<file path="src/rtl/riscv_pkg.sv">
// riscv_pkg: RV32I opcode constants, NOP word and loader FSM states shared by the loader and packer.
package riscv_pkg;
  localparam logic [6:0] OP_R = 7'h33;
  localparam logic [6:0] OP_I = 7'h13;
  localparam logic [6:0] OP_S = 7'h23;
  localparam logic [6:0] OP_B = 7'h63;
  localparam logic [6:0] OP_U = 7'h37;
  localparam logic [6:0] OP_J = 7'h6F;
  localparam logic [31:0] RV_NOP = 32'h0000_0013;
  typedef enum logic [1:0] {IDLE, ACCEPT, WRITE, DONE} state_t;
endpackage

</file>
<file path="src/rtl/riscv_instr_pack.sv">
// riscv_instr_pack: combinational field->RV32I word packer; range check output under IMM_RANGE_CHECK_EN.
module riscv_instr_pack
  import riscv_pkg::*;
(
  input  logic [6:0]  op,
  input  logic [4:0]  rd,
  input  logic [4:0]  rs1,
  input  logic [4:0]  rs2,
  input  logic [2:0]  funct3,
  input  logic [6:0]  funct7,
  input  logic [31:0] imm,
  output logic [31:0] word,
  output logic        unsup
`ifdef IMM_RANGE_CHECK_EN
  , output logic      range_err
`endif
);
  always_comb begin
    word  = RV_NOP;
    unsup = 1'b0;
    case (op)
      OP_R:    word = {funct7, rs2, rs1, funct3, rd, op};
      OP_I:    word = {imm[11:0], rs1, funct3, rd, op};
      OP_S:    word = {imm[11:5], rs2, rs1, funct3, imm[4:0], op};
      OP_B:    word = {imm[12], imm[10:5], rs2, rs1, funct3, imm[4:1], imm[11], op};
      OP_U:    word = {imm[19:0], rd, op};
      OP_J:    word = {imm[20], imm[10:1], imm[11], imm[19:12], rd, op};
      default: unsup = 1'b1;
    endcase
  end
`ifdef IMM_RANGE_CHECK_EN
  always_comb begin
    range_err = 1'b0;
    case (op)
      OP_I, OP_S: range_err = imm[31:11] != {21{imm[11]}};
      OP_B:       range_err = (imm[31:12] != {20{imm[12]}}) | imm[0];
      OP_J:       range_err = (imm[31:20] != {12{imm[20]}}) | imm[0];
      OP_U:       range_err = imm[31:20] != {12{imm[19]}};
      default:    range_err = 1'b0;
    endcase
  end
`else
  logic unused_imm;
  assign unused_imm = ^imm[31:21];
`endif
endmodule

</file>
<file path="src/rtl/instr_encode_loader.sv">
// instr_encode_loader: packs decoded fields into RV32I words and writes them to sequential memory words.
// Optional IMM_RANGE_CHECK_EN adds sticky range_err_o for unrepresentable immediates.
module instr_encode_loader
  import riscv_pkg::*;
#(
  parameter int ADDR_WIDTH = 8,
  parameter int DEPTH      = 256
) (
  input  logic                  clk,
  input  logic                  reset,
  input  logic                  start_i,
  input  logic                  valid_i,
  output logic                  ready_o,
  input  logic                  last_i,
  input  logic [6:0]            op_i,
  input  logic [4:0]            rd_i,
  input  logic [4:0]            rs1_i,
  input  logic [4:0]            rs2_i,
  input  logic [2:0]            funct3_i,
  input  logic [6:0]            funct7_i,
  input  logic [31:0]           imm_i,
  output logic                  mem_we_o,
  output logic [ADDR_WIDTH-1:0] mem_addr_o,
  output logic [31:0]           mem_data_o,
  input  logic                  mem_ready_i,
  output logic [ADDR_WIDTH:0]   count_o,
  output logic                  done_o,
  output logic                  full_o,
  output logic                  unsup_o
`ifdef IMM_RANGE_CHECK_EN
  , output logic                range_err_o
`endif
);
  localparam logic [ADDR_WIDTH:0] DEPTH_C = (ADDR_WIDTH+1)'(DEPTH);
  state_t state;
  logic last_q, unsup;
  logic [31:0] word;
  logic [ADDR_WIDTH:0] count_nx;
`ifdef IMM_RANGE_CHECK_EN
  logic range_err;
`endif
  assign count_nx = count_o + 1'b1;
  riscv_instr_pack u_pack (
    .op(op_i), .rd(rd_i), .rs1(rs1_i), .rs2(rs2_i), .funct3(funct3_i), .funct7(funct7_i),
    .imm(imm_i), .word(word), .unsup(unsup)
`ifdef IMM_RANGE_CHECK_EN
    , .range_err(range_err)
`endif
  );
  always_ff @(posedge clk or negedge reset) begin
    if (!reset) begin
      state      <= IDLE;
      ready_o    <= 1'b0;
      mem_we_o   <= 1'b0;
      mem_addr_o <= '0;
      mem_data_o <= '0;
      count_o    <= '0;
      done_o     <= 1'b0;
      full_o     <= 1'b0;
      unsup_o    <= 1'b0;
      last_q     <= 1'b0;
`ifdef IMM_RANGE_CHECK_EN
      range_err_o <= 1'b0;
`endif
    end else begin
      case (state)
        IDLE, DONE: if (start_i) begin
          state      <= ACCEPT;
          ready_o    <= 1'b1;
          mem_addr_o <= '0;
          count_o    <= '0;
          done_o     <= 1'b0;
          full_o     <= 1'b0;
          unsup_o    <= 1'b0;
`ifdef IMM_RANGE_CHECK_EN
          range_err_o <= 1'b0;
`endif
        end
        ACCEPT: if (valid_i) begin
          state      <= WRITE;
          ready_o    <= 1'b0;
          mem_we_o   <= 1'b1;
          mem_data_o <= word;
          last_q     <= last_i;
          unsup_o    <= unsup_o | unsup;
`ifdef IMM_RANGE_CHECK_EN
          range_err_o <= range_err_o | range_err;
`endif
        end
        WRITE: if (mem_ready_i) begin
          mem_we_o   <= 1'b0;
          mem_addr_o <= mem_addr_o + 1'b1;
          count_o    <= count_nx;
          if (last_q || count_nx == DEPTH_C) begin
            state  <= DONE;
            done_o <= 1'b1;
            full_o <= (count_nx == DEPTH_C) && !last_q;
          end else begin
            state   <= ACCEPT;
            ready_o <= 1'b1;
          end
        end
        default: state <= IDLE;
      endcase
    end
  end
endmodule

</file>
<file path="config.mk">
export PLATFORM = sky130hd
export DESIGN_NAME = instr_encode_loader
export DESIGN_NICKNAME = d
export VERILOG_FILES = /design/src/rtl/riscv_pkg.sv /design/src/rtl/riscv_instr_pack.sv /design/src/rtl/instr_encode_loader.sv
export SDC_FILE = /design/constraint.sdc
export NUM_CORES = 1
export LEC_CHECK = 0
export BUFFER_PORTS_ARGS = -buffer_cell sky130_fd_sc_hd__buf_4
export CAP_MARGIN = 20
export CORE_ASPECT_RATIO = 1.25
export CORE_MARGIN = 10
export CORE_UTILIZATION = 35
export CTS_BUF_LIST = sky130_fd_sc_hd__clkbuf_8
export CTS_CLUSTER_SIZE = 8
export DETAILED_ROUTE_END_ITERATION = 16
export GPL_TIMING_DRIVEN = 0
export HOLD_SLACK_MARGIN = 0.03
export PLACE_DENSITY = 0.69
export SLEW_MARGIN = 20
export SYNTH_ARGS = -nofsm -noshare
export SYNTH_HDL_FRONTEND = slang
export SYNTH_HIERARCHICAL = 1
export SYNTH_SLANG_ARGS = --single-unit
</file>
<file path="constraint.sdc">
create_clock -name clk -period 2.6 [get_ports clk]
set_clock_uncertainty 0.05 [all_clocks]
set_input_delay 0.13 -clock clk [delete_from_list [all_inputs] [get_ports clk]]
set_output_delay 0.13 -clock clk [all_outputs]
set_load 0.01 [all_outputs]
</file>
==> metrics.json, run 1 <==
{
  "run_status": "finished clean",
  "grtUsageMet3": 0.0671,
  "synth_area_leader_cell": "sky130_fd_sc_hd__dfrtp_1",
  "slew_violations": 0,
  "antenna_found_initial": 0,
  "grt_total_ovfl": 0,
  "yosys.area_share.xor_xnor": 0.0201,
  "ctsRootBufferMaster": "sky130_fd_sc_hd__clkbuf_8",
  "yosys.cell_count.top_type": "sky130_fd_sc_hd__dfrtp_1",
  "drt-vias-per-instance": 5.37,
  "total_power_mw": 2.96,
  "io_buffers": 110,
  "async_flop_share": 1.00,
  "synth_commonest_cells": "sky130_fd_sc_hd__dfrtp_1, sky130_fd_sc_hd__mux2_2, sky130_fd_sc_hd__a221o_1",
  "dpl.cell_count": 551,
  "met2_global_route_usage": 0.247,
  "final_cell_count_no_fill": 569,
  "critical_path.max_fanout": 8,
  "compound_gate_fraction_of_synth_area": 0.202,
  "drtAntennaViolNets": 0,
  "gr-usage-all-layers": 0.152,
  "wirelength_um": 10800,
  "largest_net_degree_at_the_start_of_global_routing": 58,
  "critPathMaxStageDelay_ns": 0.50,
  "crit_arrival_ns": 2.34,
  "yosys-top-cells-area": "sky130_fd_sc_hd__dfrtp_1, sky130_fd_sc_hd__mux2_2, sky130_fd_sc_hd__a221o_1",
  "clock_tree_from_tritoncts": "built",
  "ys_ff_latch": 57,
  "synth.cell_area_sq_um": 3430,
  "die-area_sq_um": 14200,
  "largest_family_of_logic_cells_by_synthesized_area": "compound AO/OA/AOI/OAI gates",
  "die_x_um": 109,
  "clock_insertion_delay_worst_skew_ns": 0.34,
  "grt.busiest_layer": "met2",
  "dp.final_hpwl_um": 8350,
  "design.core.area_sq_um": 9610,
  "synth_cell_type_count": 62,
  "postLayoutSetupSlackWorst_ns": 0.459,
  "drt-pass1-iter-count": 4,
  "worst_slew_pin_slew_ns": 0.748,
  "final-seq-area_sq_um": 1430,
  "netlist_instances": 314,
  "crit_chain": "ha_1 -> and3_4 -> a21oi_2 -> o41ai_4 -> a41oi_4 -> o21bai_2 -> mux2i_1",
  "syn_area_per_cell_sq_um": 10.9,
  "area_growth_pct": 35.5,
  "synth_edf_count": 0,
  "cap_viol_max_count": 0,
  "start_kind": "flip-flop",
  "worst_setup_path_end_kind": "flip-flop",
  "min_path_type": "in2reg",
  "slew_headroom": 0.501,
  "final_util": 0.483,
  "netlist.area_leader.share": 0.416,
  "final.fill_count": 930,
  "finalSetupViolCount": 0,
  "crit_path_top_delay_cell": "sky130_fd_sc_hd__dfrtp_1",
  "initial_utilization": 0.357,
  "clockBufferDepth": 2,
  "wire_per_inst_um": 18.9,
  "antenna_cells": 0,
  "numClockSinks": 57,
  "multiInputGateArea_sq_um": 1860,
  "die_h_um": 131,
  "routed-via-count": 3056,
  "grt_setup_unrepaired": "no",
  "synth-simple-area-share": 0.175,
  "vdd.ir_drop.worst_uv": 247,
  "via_count_of_the_first_global_routing_pass": 3207,
  "setup_tns_ns": 0,
  "post_route_drc_violation_count": 0,
  "gp_congestion": 0.896,
  "grt_use_met1": 0.175,
  "post_synth_mux_area_share": 0.121,
  "clk_pin_slew_ns": 0.07,
  "cts_setup_buffers": 0,
  "hold_viol_final": 0,
  "dpl_worst_slack_ns": 0.448,
  "synthAdderAreaFrac": 0.0219,
  "cts_inserted_buffers": 9,
  "first_pass_grt_wire_length_um": 16900,
  "post_route_cells_drive_above_1_share": 0.420,
  "finalWorstPathRequiredPeriod_ns": 2.14,
  "rows": 40,
  "cts.htree.levels": 3,
  "yosysSeqAreaShare": 0.416,
  "final_net_count": 514,
  "ys_dominant_reg_cell": "sky130_fd_sc_hd__dfrtp_1",
  "critical_path_required_ns": 2.80,
  "max_freq_ghz": 0.467,
  "final.period_utilization": 0.823,
  "total_leakage_power_nw": 2.29,
  "synthesis.yosys.warnings": 6,
  "powerDensity_nw_per_um2": 638,
  "io_pins": 124,
  "timing_worst_setup_path_type": "reg2reg",
  "drt_first_iter_violations": 128
}
-- power by group --
group / total, mW / switching (mW) / internal (mW) / leakage, nW
clock: 0.874 / 0.361 / 0.513 / 0.115
sequential: 1.11 / 0.102 / 1.00 / 0.770
combinational: 0.981 / 0.523 / 0.458 / 1.40
total: 2.96 / 0.986 / 1.98 / 2.29
-- cells in the final DEF (no fill, tap or decap), drive strengths merged, types with 2 or more instances in the layout --
master,instances
buf,122
dfrtp,57
mux2,35
clkbuf,20
a221o,18
and3,18
nor2,18
nand2,17
a22o,13
o21ai,12
inv,11
nand3,11
a21oi,10
and4,8
nand4,6
ha,6
xor2,5
nand2b,5
o211ai,3
o22ai,3
o32ai,3
a21o,2
o31ai,2
a31oi,2
mux2i,2
xnor2,2
dlygate4sd3,2
or2,2
nor2b,2
a22oi,2
conb,2
o41ai,2
nor3b,2
or3b,2
-- critical path, delay by kind of cell (launching register included) --
kind | cells | cell delay, ns
AO/OA/AOI/OAI | 4 | 0.74
AND/OR/NAND/NOR | 1 | 0.24
multiplexers | 1 | 0.20
flip-flops | 1 | 0.50
adder cells (fa/ha/maj) | 1 | 0.33
-- path summary, 6_finish.rpt --
check	from	to	slack (ns)	cells after the start
max	count_o[0]$_DFFE_PN0P_	ready_o$_DFFE_PN0P_	0.46	7
min reg2reg	mem_data_o[10]$_DFFE_PN0P_	mem_data_o[10]$_DFFE_PN0P_	0.46	1
min	mem_ready_i	mem_we_o$_DFFE_PN0P_	0.06	4
max reg2reg	count_o[0]$_DFFE_PN0P_	ready_o$_DFFE_PN0P_	0.46	7
min in group asynchronous	reset	count_o[3]$_DFFE_PN0P_	0.36	2
max in group asynchronous	reset	mem_data_o[1]$_DFFE_PN0P_	1.64	2
-- sequential cells by signal, indices dropped and copies added (netlist names), 2 cells and up --
register / flops
mem_addr_o: 8
count_o: 9
mem_data_o: 32
state: 2
-- per-layer routing --
metal,part of all wire,up-vias
met4,0.012,0
li1,-,1455
met3,0.11,11
met2,0.47,140
met1,0.41,1450
met5,0,-
-- layout make-up --
| class | instances | area share |
|---|---|---|
| Multi-Input combinational cell | 229 | 0.400 |
| Tap cell | 126 | 0.0340 |
| Sequential cell | 57 | 0.307 |
| Clock inverter | 4 | 0.00916 |
| Inverter | 9 | 0.00728 |
| Clock buffer | 12 | 0.0356 |
| Timing Repair Buffer | 112 | 0.182 |
| Buffer | 20 | 0.0243 |
-- through the flow --
step	hold slack, ns	cell area (sq um)
after floorplan	-0.216	3430
after global placement	0.185	4410
after detailed placement	0.206	4410
after CTS	0.0426	4640
after global routing	0.0753	4640
final	0.0594	4640
-- repair_timing --
action	in CTS	in global routing
endpoints found under the setup margin	0	0
gates resized for setup	0	0
hold buffers	2	0
endpoints found under the hold margin	58	0
-- kinds of logic after synthesis --
logic type      Yosys count
xor+xnor                  7
compound gates           77
mux                      37
fa+ha+maj                 6
other cells               1
buf+inv                  29
flops                    57
simple gates            100
(Power assumes the default switching activity.)
==> inputs of run 2 (changes only) <==
PLACE_DENSITY = 0.71   (was 0.69)
clock period = 1.95 ns   (was 2.6 ns; I/O delays follow)
==> metrics.json, run 2 (synthesis results as in run 1) <==
{
  "run_status": "finished clean",
  "timing_worst_setup_path_type": "reg2reg",
  "ctsRootBufferMaster": "sky130_fd_sc_hd__clkbuf_8",
  "max_freq_ghz": 0.518,
  "registers.top_by_ff_count": "mem_data_o",
  "drtAntennaViolNets": 0,
  "final_cell_count_no_fill": 581,
  "numClockSinks": 57,
  "most_frequent_cells_in_the_layout": "sky130_fd_sc_hd__buf_4, sky130_fd_sc_hd__dfrtp_1, sky130_fd_sc_hd__mux2_2, sky130_fd_sc_hd__a221o_1, sky130_fd_sc_hd__and3_1",
  "gp_congestion": 0.888,
  "powerDensity_nw_per_um2": 882,
  "cap_viol_max_count": 0,
  "clock_insertion_delay_worst_skew_ns": 0.33,
  "final_util": 0.502,
  "start_kind": "flip-flop",
  "hold_ws_ns": 0.0519,
  "initial_utilization": 0.357,
  "vdd.ir_drop.worst_uv": 373,
  "clk_pin_slew_ns": 0.07,
  "via_count_of_the_first_global_routing_pass": 3310,
  "drt-pass1-iter-count": 4,
  "finalInstanceArea_sq_um": 4830,
  "cts.htree.levels": 3,
  "post_route_drc_violation_count": 0,
  "die_x_um": 109,
  "largest_net_degree_at_the_start_of_global_routing": 58,
  "die-area_sq_um": 14200,
  "antenna_found_initial": 0,
  "design.core.area_sq_um": 9610,
  "critPathMaxStageDelay_ns": 0.39,
  "worst_setup_path_end_kind": "flip-flop",
  "largestRegisters": "mem_data_o (32), count_o (9), mem_addr_o (8)",
  "critPathCapture": "done_o$_DFFE_PN0P_",
  "finalSetupViolCount": 0,
  "placed_area_sq_um": 4410,
  "drt-vias-per-instance": 5.42,
  "slew_headroom": 0.491,
  "io_pins": 124,
  "clockBufferDepth": 2,
  "wire_per_inst_um": 19.3,
  "clock_tree_from_tritoncts": "built",
  "postLayoutSetupSlackWorst_ns": 0.0195,
  "setup.reg_to_reg.worst_slack_ns": 0.02,
  "dpl_worst_slack_ns": -0.201,
  "io_buffers": 110,
  "r2r_worst_path_depth": 8,
  "worst_slew_pin_slew_ns": 0.764,
  "routed-via-count": 3149,
  "number_of_flip_flops_in_the_largest_register": 32,
  "grt_total_ovfl": 0,
  "worst_setup_path_startpoint": "count_o[0]$_DFFE_PN0P_",
  "total_leakage_power_nw": 2.34,
  "gr-usage-all-layers": 0.157,
  "antenna_cells": 0,
  "hold_viol_final": 0,
  "drt_first_iter_violations": 162,
  "grt_setup_unrepaired": "yes",
  "critical_path.max_fanout": 6,
  "rows": 40,
  "crit_arrival_ns": 2.08,
  "dp.final_hpwl_um": 8510,
  "wirelength_um": 11200,
  "critical_path_required_ns": 2.09,
  "crit_chain": "ha_4 -> and3_4 -> a21oi_2 -> o41ai_4 -> a41oi_4 -> buf_4 -> nand3_1 -> o211ai_1",
  "final_net_count": 526,
  "post_route_cells_drive_above_1_share": 0.468,
  "final.period_utilization": 0.990,
  "finalWorstPathRequiredPeriod_ns": 1.93,
  "total_power_mw": 4.26,
  "dpl.cell_count": 551,
  "critical_path_depth": 8,
  "cp.buffers_inverters": 1,
  "min_path_type": "in2reg",
  "cts_inserted_buffers": 9,
  "crit_path_top_delay_cell": "sky130_fd_sc_hd__dfrtp_2",
  "first_pass_grt_wire_length_um": 17500,
  "path_delay_family": "compound AO/OA/AOI/OAI gates",
  "slew_violations": 0,
  "critical_r2r_capture": "done_o$_DFFE_PN0P_",
  "area_growth_pct": 40.8,
  "r2r_start": "count_o[0]$_DFFE_PN0P_",
  "die_h_um": 131,
  "commonest_non_fill_non_tap_cell_in_the_layout": "sky130_fd_sc_hd__buf_4",
  "setup_tns_ns": 0
}
[run 2: cell types whose count changed in the layout (fill, tap and decap cells not counted), moves of 2 or more]
| cell | delta |
|---|---|
| sky130_fd_sc_hd__dlygate4sd3_1 | +3 |
| sky130_fd_sc_hd__buf_2 | +2 |
| sky130_fd_sc_hd__dfrtp_1 | -5 |
| sky130_fd_sc_hd__inv_1 | -2 |
| sky130_fd_sc_hd__clkbuf_1 | -2 |
| sky130_fd_sc_hd__buf_4 | +10 |
| sky130_fd_sc_hd__nor2_4 | +2 |
| sky130_fd_sc_hd__ha_1 | -2 |
| sky130_fd_sc_hd__dfrtp_2 | +5 |
| sky130_fd_sc_hd__nor2_1 | -2 |
| sky130_fd_sc_hd__buf_1 | -3 |
[run 2: worst min-delay path by stage]
stage | start | slack, ns | depth (start not counted) | endpoint
2_1_floorplan | reset | -0.25 | 0 | count_o[0]$_DFFE_PN0P_
3_3_place_gp | reset | 0.15 | 1 | count_o[4]$_DFFE_PN0P_
6_report | start_i | 0.05 | 3 | unsup_o$_DFFE_PN0P_
5_1_grt | rd_i[1] | 0.04 | 3 | mem_data_o[8]$_DFFE_PN0P_
4_1_cts | rd_i[1] | 0.04 | 3 | mem_data_o[8]$_DFFE_PN0P_
3_5_place_dp | reset | 0.17 | 1 | count_o[0]$_DFFE_PN0P_
[run 2: per-layer routing]
metal / GRT usage / share of wire
met1: 0.180 / 0.39
met2: 0.262 / 0.50
met3: 0.0666 / 0.10
met4: 0.0427 / 0.0070
met5: 0 / 0
[run 2: layout make-up]
class | instances | area (sq um)
sequential | 57 | 1430
tap | 126 | 158
clock buffer | 11 | 151
buffer | 19 | 116
timing repair buffer | 125 | 951
multi-input combinational | 229 | 1910
inverter | 9 | 33.8
clock inverter | 5 | 77.6
fill | 905 | 4780
[run 2: worst min-delay path: stages]
cell                      delay, ns
sky130_fd_sc_hd__buf_4         0.10
sky130_fd_sc_hd__mux2i_1       0.06
sky130_fd_sc_hd__a21oi_1       0.13
[run 2: where the power goes]
part | switching (mW) | internal (mW) | total [mW]
combinational | 0.775 | 0.738 | 1.51
sequential | 0.125 | 1.34 | 1.47
clock | 0.491 | 0.785 | 1.28
total | 1.39 | 2.86 | 4.26
[run 2: repair_timing]
| action | in CTS | in global routing |
|---|---|---|
| pin swaps | 1 | 5 |
| hold buffers | 5 | 0 |
| endpoints found under the setup margin | 46 | 46 |
| hold endpoints to repair | 60 | 0 |
| buffers inserted | 3 | 7 |
| resized for setup | 9 | 11 |
